**config.mk**
```make
export PLATFORM = sky130hd
export DESIGN_NAME = cpu_tick_stats_unit
export DESIGN_NICKNAME = d
export VERILOG_FILES = /design/src/rtl/cpu_tick_stats_unit.sv
export SDC_FILE = /design/constraint.sdc
export NUM_CORES = 1
export LEC_CHECK = 0
export ABC_AREA = 1
export CELL_PAD_IN_SITES_DETAIL_PLACEMENT = 0
export CELL_PAD_IN_SITES_GLOBAL_PLACEMENT = 1
export CORE_MARGIN = 2
export CORE_UTILIZATION = 31
export DETAILED_ROUTE_END_ITERATION = 8
export PLACE_DENSITY = 0.58
export SYNTH_ARGS = -nofsm -noshare
export SYNTH_HDL_FRONTEND = slang
export SYNTH_SLANG_ARGS = --single-unit
```
**constraint.sdc**
```tcl
create_clock -name fast_clk -period 7.5 [get_ports fast_clk]
set_clock_uncertainty 0.15 [all_clocks]
set_input_delay 1.5 -clock fast_clk [delete_from_list [all_inputs] [get_ports fast_clk]]
set_output_delay 1.5 -clock fast_clk [all_outputs]
set_load 0.005 [all_outputs]
```
**src/rtl/cpu_tick_stats_unit.sv**
```systemverilog
// CPU tick generator (free-run / single-step / pause), saturating event counters
// with halt freeze, and a scanned multi-digit 7-segment display of one counter.
module cpu_tick_stats_unit #(
   parameter int NUM_CNT  = 4,
   parameter int CNT_W    = 32,
   parameter int CPU_DIV  = 500000,
   parameter int SCAN_DIV = 50000,
   parameter int DIGITS   = 8
) (
   input  logic               fast_clk,
   input  logic               reset,
   input  logic [1:0]         run_mode,
   input  logic               step_btn,
   input  logic               clr,
   input  logic               halt,
   input  logic [NUM_CNT-1:0] cnt_inc,
   input  logic [3:0]         sel,
   output logic               cpu_tick,
   output logic               frozen,
   output logic [6:0]         seg_out,
   output logic [DIGITS-1:0]  seg_an,
   output logic               dp
);

   localparam int DIV_W  = $clog2(CPU_DIV);
   localparam int SCAN_W = (SCAN_DIV > 1) ? $clog2(SCAN_DIV) : 1;
   localparam int DIG_W  = (DIGITS > 1) ? $clog2(DIGITS) : 1;
   localparam int DISP_W = 4 * DIGITS;

   typedef enum logic [1:0] {
      MODE_RUN    = 2'b00,
      MODE_STEP   = 2'b01,
      MODE_PAUSE  = 2'b10,
      MODE_PAUSE2 = 2'b11
   } mode_e;

   function automatic logic [6:0] hex7(input logic [3:0] n);
      unique case (n)
         4'h0: hex7 = 7'b1000000;
         4'h1: hex7 = 7'b1111001;
         4'h2: hex7 = 7'b0100100;
         4'h3: hex7 = 7'b0110000;
         4'h4: hex7 = 7'b0011001;
         4'h5: hex7 = 7'b0010010;
         4'h6: hex7 = 7'b0000010;
         4'h7: hex7 = 7'b1111000;
         4'h8: hex7 = 7'b0000000;
         4'h9: hex7 = 7'b0010000;
         4'hA: hex7 = 7'b0001000;
         4'hB: hex7 = 7'b0000011;
         4'hC: hex7 = 7'b1000110;
         4'hD: hex7 = 7'b0100001;
         4'hE: hex7 = 7'b0000110;
         default: hex7 = 7'b0001110;
      endcase
   endfunction

   mode_e              mode;
   logic [1:0]         mode_q;
   logic [DIV_W-1:0]   div_cnt;
   logic               div_last;
   logic               sync1, sync2, step_prev, step_tick;
   logic [CNT_W-1:0]   cnt [NUM_CNT];
   logic [DISP_W-1:0]  disp_val, disp_next;
   logic [SCAN_W-1:0]  scan_cnt;
   logic [DIG_W-1:0]   dig_idx;
   logic [3:0]         nibble;

   assign mode     = mode_e'(run_mode);
   assign div_last = (div_cnt == DIV_W'(CPU_DIV - 1));
   assign cpu_tick = step_tick | ((mode == MODE_RUN) && div_last);

   // A mode change restarts the free-run period from zero.
   always_ff @(posedge fast_clk or posedge reset) begin
      if (reset) begin
         div_cnt <= '0;
         mode_q  <= 2'b00;
      end else begin
         mode_q <= run_mode;
         if (run_mode != mode_q || mode != MODE_RUN || div_last)
            div_cnt <= '0;
         else
            div_cnt <= div_cnt + DIV_W'(1);
      end
   end

   always_ff @(posedge fast_clk or posedge reset) begin
      if (reset) begin
         sync1     <= 1'b0;
         sync2     <= 1'b0;
         step_prev <= 1'b0;
         step_tick <= 1'b0;
      end else begin
         sync1     <= step_btn;
         sync2     <= sync1;
         step_prev <= sync2;
         step_tick <= sync2 && !step_prev && (mode == MODE_STEP);
      end
   end

   // NOTE: the counter array is real state, so every element is reset explicitly.
   always_ff @(posedge fast_clk or posedge reset) begin
      if (reset) begin
         for (int i = 0; i < NUM_CNT; i++) cnt[i] <= '0;
         frozen <= 1'b0;
      end else if (clr) begin
         for (int i = 0; i < NUM_CNT; i++) cnt[i] <= '0;
         frozen <= 1'b0;
      end else if (cpu_tick) begin
         if (!frozen) begin
            for (int i = 0; i < NUM_CNT; i++)
               if (cnt_inc[i] && cnt[i] != '1) cnt[i] <= cnt[i] + CNT_W'(1);
         end
         if (halt) frozen <= 1'b1;
      end
   end

   // NOTE: default assigned first so no path through the loop can infer a latch.
   always_comb begin
      disp_next = '0;
      for (int i = 0; i < NUM_CNT; i++)
         if (sel == 4'(i)) disp_next = DISP_W'(cnt[i]);
   end

   assign nibble = 4'(disp_val >> {dig_idx, 2'b00});
   assign seg_an = ~(DIGITS'(1) << dig_idx);
   assign dp     = ~(frozen && dig_idx == '0);

   always_ff @(posedge fast_clk or posedge reset) begin
      if (reset) begin
         disp_val <= '0;
         scan_cnt <= '0;
         dig_idx  <= '0;
         seg_out  <= 7'b1000000;
      end else begin
         disp_val <= disp_next;
         seg_out  <= hex7(nibble);
         if (scan_cnt == SCAN_W'(SCAN_DIV - 1)) begin
            scan_cnt <= '0;
            dig_idx  <= (dig_idx == DIG_W'(DIGITS - 1)) ? '0 : dig_idx + DIG_W'(1);
         end else begin
            scan_cnt <= scan_cnt + SCAN_W'(1);
         end
      end
   end

endmodule

```
==> results of run 1 <==
[final cells by class]
type / instances / area (µm²) / area share [%]
Tap cell: 600 / 751 / 4.78
Clock buffer: 37 / 796 / 5.07
Clock inverter: 13 / 146 / 0.932
Timing Repair Buffer: 42 / 393 / 2.50
Inverter: 209 / 797 / 5.07
Sequential cell: 212 / 5310 / 33.8
Multi-Input combinational cell: 1621 / 7520 / 47.9
[worst paths after layout]
check / startpoint / end / slack (ps) / depth (start not counted)
max in group asynchronous: reset / cnt[77] / 4490 / 3
min in group asynchronous: reset / cnt[62] / 1320 / 2
min: sync1 / sync2 / 200 / 0
min reg2reg: sync1 / sync2 / 200 / 0
max: run_mode[0] / cpu_tick / 2730 / 5
max reg2reg: div_cnt[0] / cnt[26] / 4410 / 12
[flip-flops by register name, summed over array words and instances, names as in the netlist]
register / flops
scan_cnt: 16
step_tick: 1
disp_val: 32
sync2: 1
div_cnt: 19
sync1: 1
mode_q: 2
cnt: 128
frozen: 1
step_prev: 1
dig_idx: 3
seg_out: 7
[critical path, stage by stage]
cell and delay, ps:
clkdlybuf4s50_1 460, nor2_1 160, nand3_2 110, nand2_4 300
clkdlybuf4s50_1 570
[cells by family (layout without fill, tap and decap cells)]
group	count (synthesis)	after routing	synth area share, %
AND/OR/NAND/NOR	1382	1382	41.6
buffers and inverters	292	301	8.85
flip-flops	212	212	37.7
AO/OA/AOI/OAI	160	160	6.39
XOR/XNOR	61	61	3.80
adder cells (fa/ha/maj)	18	18	1.60
[synthesized netlist by cell type, types with 5 or more instances]
cell / instances / area [µm²]
nand2_1: 671 / 2520
nor2_4: 5 / 56.3
xor2_1: 57 / 499
buf_4: 15 / 113
inv_1: 203 / 762
nand3_1: 228 / 1140
buf_6: 10 / 113
dfrtp_1: 211 / 5280
clkbuf_1: 37 / 139
nand4_1: 69 / 432
buf_1: 7 / 26.3
inv_2: 6 / 22.5
o22ai_1: 28 / 175
o21ai_0: 63 / 315
nand2_2: 10 / 62.6
nor2_2: 19 / 119
ha_1: 18 / 225
nor2_1: 337 / 1260
buf_2: 14 / 70.1
nor3_1: 29 / 145
nand2_4: 5 / 56.3
a31oi_1: 12 / 75.1
a21oi_1: 43 / 215
[stage by stage]
| stage | area (µm²) | worst slack, ps | instances | power, mW | utilization, % |
|---|---|---|---|---|---|
| floorplan | 14100 | 57.4 | 2125 | 1.25 | - |
| global placement | 14800 | 2510 | 2684 | 1.29 | 32.8 |
| detailed placement | 14800 | 2370 | 2684 | 1.29 | 32.8 |
| CTS | 15700 | 2720 | 2734 | 2.71 | 34.8 |
| global route | 15700 | 2670 | 2734 | 2.77 | 34.8 |
| finish | 15700 | 2730 | 2734 | 2.68 | 34.8 |
[per-layer routing]
| layer | routed length, µm | vias up |
|---|---|---|
| met5 | 0 | - |
| met1 | 24400 | 6451 |
| met2 | 22100 | 226 |
| li1 | - | 6783 |
| met4 | 1430 | 0 |
| met3 | 1920 | 62 |
[power by group through the flow]
stage | combinational, mW | clock, mW | sequential (mW)
CTS | 0.117 | 1.45 | 1.15
global route | 0.125 | 1.50 | 1.15
detailed placement | 0.116 | 0 | 1.17
global placement | 0.116 | 0 | 1.17
floorplan | 0.0762 | 0 | 1.17
finish | 0.113 | 1.41 | 1.15
==> flow_summary.json, run 1 <==
{
  "cts_buffer_depth": 3,
  "outcome": "completed",
  "tritoncts": "yes",
  "gr-total-overflow": 0,
  "hp-class": "reg -> reg",
  "max_freq_mhz": 210,
  "synthFlopType": "dfrtp_1",
  "ys_ff_latch": 212,
  "busiest_layer": "met2",
  "vias": 13500,
  "cts-root-buf": "clkbuf_16",
  "place_congestion": 0.854,
  "syn-cell-area_mm2": 0.0141,
  "ir_drop_mv": 0.158,
  "pwr-share-comb_pct": 4.2,
  "port_buffers": 32,
  "drive_above_1_share_pct": 5.25,
  "path_class": "in -> out",
  "hold_viol": 0,
  "slew_violations": 0,
  "ios": 33,
  "final_cell_mix": "671 x nand2_1, 336 x nor2_1, 228 x nand3_1",
  "grt_pass1_wl_um": 78200,
  "antenna_cells": 0,
  "p_sw_share_pct": 24.8,
  "initial_utilization_pct": 31.2,
  "cts_resized": 0,
  "grt_util_met2_pct": 33.5,
  "cts.sinks": 212,
  "die_w_um": 217,
  "period_share_pct": 63.6,
  "nNetsFinal": 2148,
  "antenna_found_initial": 0,
  "power_density_mw_per_mm2": 170,
  "grt_setup_unrepaired": "no",
  "p_int_mw": 2.01,
  "htree_levels": 1,
  "end_kind": "output pin",
  "grt_pass1_vias": 13000,
  "routed_wl_um": 49800,
  "grt_start_max_net_pins": 109,
  "synth-edff-count": 0,
  "drt_pre_antenna_iters": 7,
  "syn_to_final_growth_pct": 11.7,
  "critPathLaunchType": "input pin",
  "final_common_cell": "nand2_1",
  "worstPathArrival_ps": 3120,
  "tightest_slew_ps": 1300,
  "period_needed_ps": 4770,
  "yosys_warnings": 0,
  "met1_usage_pct": 30.5,
  "cp_max_fo": 20,
  "postCtsSetupBuffers": 0,
  "path_clk_slew_ps": 60,
  "timing.hold.ws_ps": 197,
  "drc": 0,
  "wl_per_cell_um": 18.2,
  "grt_usage_pct": 21.3,
  "synthArstFlopShare_pct": 100,
  "maxCapViolCount": 0,
  "seq_power_share_pct": 43.0,
  "antenna_violating_nets_post_route": 0,
  "num_rows": 78,
  "clkPwrFrac_pct": 52.8,
  "synth.yosys.seq_area_share_pct": 37.7,
  "drt-initial-drc-count": 1117,
  "syn_inst": 2125,
  "dieHeight_um": 217,
  "relSlewSlack_pct": 13.0,
  "hpwl_um": 36000,
  "clk_latency_ps": 570,
  "synth_nets": 2158,
  "dieArea_mm2": 0.0471,
  "setup-tns-final_ps": 0,
  "synth_cell_type_count": 37,
  "grt_use_met3_pct": 2.45,
  "critPathRequiredTime_ps": 5850,
  "p_switching_mw": 0.664,
  "setup_viol": 0,
  "design.core.area_mm2": 0.0451,
  "cts_hold_buf": 0,
  "p_leak_nw": 6.88,
  "cts_made_buffers": 29,
  "fillers": 4992,
  "vias_per_cell": 4.95,
  "syn_area_per_cell_um2": 6.62
}
Note: power is estimated with default switching activity, not from simulation.
==> run 2, diff against run 1 <==
==> constraint.sdc (replaced) <==
create_clock -name fast_clk -period 3.9 [get_ports fast_clk]
set_clock_uncertainty 0.15 [all_clocks]
set_input_delay 0.78 -clock fast_clk [delete_from_list [all_inputs] [get_ports fast_clk]]
set_output_delay 0.78 -clock fast_clk [all_outputs]
set_load 0.005 [all_outputs]
==> flow_summary.json, run 2 (synthesis results as in run 1) <==
{
  "outcome": "completed",
  "largestRegisters": "cnt: 128 flops, disp_val: 32 flops, div_cnt: 19 flops",
  "cts.sinks": 212,
  "largest_reg_flops": 128,
  "fillers": 5020,
  "p_int_mw": 3.87,
  "place_inst": 2704,
  "setup_viol": 0,
  "grt_usage_pct": 21.0,
  "p_sw_share_pct": 24.5,
  "tightest_slew_ps": 751,
  "grt_pass1_wl_um": 77000,
  "antenna_violating_nets_post_route": 0,
  "cts_resized": 0,
  "initial_utilization_pct": 31.2,
  "design.core.area_mm2": 0.0451,
  "power_density_mw_per_mm2": 322,
  "ios": 33,
  "die_w_um": 217,
  "vias": 13400,
  "max_freq_mhz": 295,
  "drive_above_1_share_pct": 6.17,
  "grt_start_max_net_pins": 69,
  "drt_pre_antenna_iters": 6,
  "final_common_cell": "nand2_1",
  "cts-root-buf": "clkbuf_16",
  "antenna_cells": 0,
  "grt_pass1_vias": 13000,
  "p_leak_nw": 6.99,
  "grt_setup_unrepaired": "no",
  "worstPathArrival_ps": 2460,
  "pwr-share-comb_pct": 4.5,
  "clkPwrFrac_pct": 52.4,
  "path_class": "reg -> out",
  "dieHeight_um": 217,
  "num_rows": 78,
  "syn_to_final_growth_pct": 13.3,
  "final_cell_mix": "671 x nand2_1, 336 x nor2_1, 228 x nand3_1",
  "critPathRequiredTime_ps": 2970,
  "end_kind": "output pin",
  "ir_drop_mv": 0.326,
  "hold_viol": 0,
  "drc": 0,
  "hpwl_um": 36300,
  "seq_power_share_pct": 43.1,
  "cts_made_buffers": 29,
  "dieArea_mm2": 0.0471,
  "nNetsFinal": 2168,
  "tritoncts": "yes",
  "path_clk_slew_ps": 60,
  "place_congestion": 0.868,
  "critPathLaunchType": "flop",
  "vias_per_cell": 4.87,
  "cts_hold_buf": 0,
  "regMostFlops": "cnt",
  "cts_buffer_depth": 3,
  "period_share_pct": 87.0,
  "stdcell_count": 2757,
  "rrSetupSlack_ps": 1310,
  "relSlewSlack_pct": 49.8,
  "period_needed_ps": 3390,
  "port_buffers": 32,
  "pre_cts_ws_ps": 778,
  "postCtsSetupBuffers": 0,
  "clk_latency_ps": 570,
  "wl_per_cell_um": 17.8,
  "htree_levels": 1,
  "slew_violations": 0,
  "hp-class": "reg -> reg",
  "drt-initial-drc-count": 985,
  "cp_max_fo": 11,
  "antenna_found_initial": 0,
  "fin_ws_ps": 506,
  "maxCapViolCount": 0,
  "p_switching_mw": 1.26,
  "setup-tns-final_ps": 0,
  "routed_wl_um": 49000,
  "gr-total-overflow": 0
}
## run 2: changes by cell type in the layout (fill, tap and decap cells not counted), sizes merged
| cell | change |
|---|---|
| inv | -1 |
| clkbuf | +8 |
| clkinv | -3 |
| clkinvlp | +1 |
| bufinv | -2 |
| buf | +20 |
## run 2: per-layer routing
layer	wire length (µm)	global-route usage, %	vias to the layer above
met3	1980	2.45	57
met5	0	0	-
met4	1220	5.68	0
li1	-	-	6801
met1	23500	29.7	6334
met2	22200	33.8	224
## run 2: stage by stage
stage / total power, mW / instance area [µm²] / hold WS (ps) / util (%)
2_1_floorplan: 2.40 / 14100 / 181 / -
3_3_place_gp: 2.49 / 15000 / 187 / 33.2
3_5_place_dp: 2.49 / 15000 / 193 / 33.2
4_1_cts: 5.21 / 15900 / 202 / 35.3
5_1_grt: 5.30 / 15900 / 205 / 35.3
6_report: 5.13 / 15900 / 198 / 35.3
## run 2: power groups by stage
stage / clock network, mW / logic (mW) / registers [mW]
after global placement: 0 / 0.239 / 2.25
after global routing: 2.83 / 0.259 / 2.21
after detailed placement: 0 / 0.239 / 2.25
after CTS: 2.76 / 0.239 / 2.21
final: 2.69 / 0.233 / 2.21
after floorplan: 0 / 0.147 / 2.25
## run 2: critical path, stage by stage (launching register included)
cell             delay, ps
dfrtp_1                650
inv_1                  130
buf_4                  220
ha_1                   250
nand3_1                130
clkdlybuf4s50_1        510
## run 2: path summary, 6_finish.rpt
path | start | to | cells past startpoint
worst max-delay path | dig_idx[1] | dp | 5
worst min-delay path | sync1 | sync2 | 0
worst max register to register | div_cnt[0] | cnt[124] | 12
worst min register to register | sync1 | sync2 | 0
max in group asynchronous | reset | cnt[116] | 3
min in group asynchronous | reset | cnt[50] | 2
## run 2: cell type report
type	instances	area, µm²	share of cell area [%]
multi-input cells	1621	7520	47.2
flip-flops and latches	212	5310	33.3
clock buffers	45	886	5.56
inverters	209	793	4.98
well taps	600	751	4.71
repair buffers	62	606	3.80
clock inverters	8	71.3	0.448
==> run 3, diff against run 2 <==
--- a/config.mk
+++ b/config.mk
@@ -11,7 +11,9 @@
 export CORE_MARGIN = 2
 export CORE_UTILIZATION = 31
 export DETAILED_ROUTE_END_ITERATION = 8
-export PLACE_DENSITY = 0.58
+export GPL_ROUTABILITY_DRIVEN = 0
+export PLACE_DENSITY = 0.69
+export SETUP_SLACK_MARGIN = 0.3
 export SYNTH_ARGS = -nofsm -noshare
 export SYNTH_HDL_FRONTEND = slang
 export SYNTH_SLANG_ARGS = --single-unit
==> flow_summary.json, run 3 (synthesis results as in run 1) <==
{
  "tritoncts": "yes",
  "regMostFlops": "cnt",
  "place_area_mm2": 0.0149,
  "design.core.area_mm2": 0.0451,
  "cts-root-buf": "clkbuf_16",
  "drt-met1-wl_um": 22600,
  "antenna_found_initial": 2,
  "hpwl_um": 33300,
  "worstPathArrival_ps": 2410,
  "initial_utilization_pct": 31.2,
  "grt_usage_pct": 19.5,
  "final_cell_mix": "671 x nand2_1, 336 x nor2_1, 228 x nand3_1",
  "grt_start_max_net_pins": 144,
  "largest_reg_flops": 128,
  "dieHeight_um": 217,
  "setup-tns-final_ps": 0,
  "tightest_slew_ps": 1160,
  "wl_per_cell_um": 16.8,
  "htree_levels": 1,
  "syn_to_final_growth_pct": 13.1,
  "drc": 0,
  "vias": 13600,
  "vias_per_cell": 4.97,
  "critPathRequiredTime_ps": 2970,
  "place_inst": 2695,
  "maxCapViolCount": 0,
  "setup_viol": 0,
  "cts_resized": 0,
  "met3_length_um": 2190,
  "gr-total-overflow": 0,
  "antenna_cells": 0,
  "finish.utilization_pct": 35.3,
  "path_clk_slew_ps": 50,
  "period_needed_ps": 3340,
  "finalPower_mw": 5.31,
  "antenna_violating_nets_post_route": 0,
  "hp-class": "reg -> reg",
  "pre_cts_ws_ps": 763,
  "die_w_um": 217,
  "num_rows": 78,
  "grt_pass1_vias": 12600,
  "cp_max_fo": 4,
  "hold_viol": 0,
  "nNetsFinal": 2158,
  "slew_violations": 0,
  "end_kind": "output pin",
  "cts_made_buffers": 28,
  "power_density_mw_per_mm2": 334,
  "max_freq_mhz": 299,
  "fin_ws_ps": 556,
  "drt-initial-drc-count": 1169,
  "timing.hold.ws_ps": 197,
  "ios": 33,
  "ir_drop_mv": 0.308,
  "cts_buffer_depth": 3,
  "period_share_pct": 85.7,
  "largestRegisters": "cnt: 128 flops, disp_val: 32 flops, div_cnt: 19 flops",
  "dr.max_layer_used": "met5",
  "grt_setup_unrepaired": "no",
  "drt_pre_antenna_iters": 5,
  "fillers": 4860,
  "grt_pass1_wl_um": 72700,
  "wl_met2_um": 20100,
  "final_common_cell": "nand2_1",
  "postCtsSetupBuffers": 0,
  "fin_area_mm2": 0.0159,
  "path_class": "reg -> out",
  "cts.sinks": 212,
  "clk_latency_ps": 570,
  "cts_hold_buf": 0,
  "relSlewSlack_pct": 22.4,
  "routed_wl_um": 46100,
  "critPathLaunchType": "flop",
  "outcome": "completed",
  "stdcell_count": 2744,
  "p_leak_nw": 6.96,
  "dieArea_mm2": 0.0471,
  "drive_above_1_share_pct": 5.74,
  "port_buffers": 32
}
-- run 3: worst paths after layout --
path	end	start	slack, ps	cells past startpoint
max	cpu_tick	div_cnt[0]	560	8
max reg2reg	seg_out[3]	dig_idx[1]	1090	9
min reg2reg	sync2	sync1	200	0
min	sync2	sync1	200	0
min in group asynchronous	dig_idx[2]	reset	560	3
max in group asynchronous	cnt[90]	reset	2290	3
-- run 3: power breakdown --
| group | leakage [nW] | internal, mW | switching, mW |
|---|---|---|---|
| registers | 2.93 | 2.21 | 0.00328 |
| clock network | 0.499 | 1.83 | 1.05 |
| logic | 3.53 | 0.0442 | 0.178 |
-- run 3: area by class of cell --
type	count	area [µm²]	share of cell area, %
well taps	600	751	4.72
flip-flops and latches	212	5310	33.3
inverters	209	793	4.99
clock inverters	9	181	1.14
multi-input cells	1621	7520	47.3
clock buffers	40	847	5.32
repair buffers	53	513	3.22
-- run 3: worst max-delay path: stages (launching register included) --
cell and delay [ps]:
dfrtp_1 370, ha_1 250, nand2_1 110, nor2_2 140, inv_2 70, nor2_4 130
nand3_2 90, nand2_4 130, clkdlybuf4s50_1 560
-- run 3: layer usage --
layer,global-route usage [%],vias up
met5,0,-
met4,5.27,2
met3,2.19,62
met2,30.3,320
met1,28.5,6478
li1,-,6785
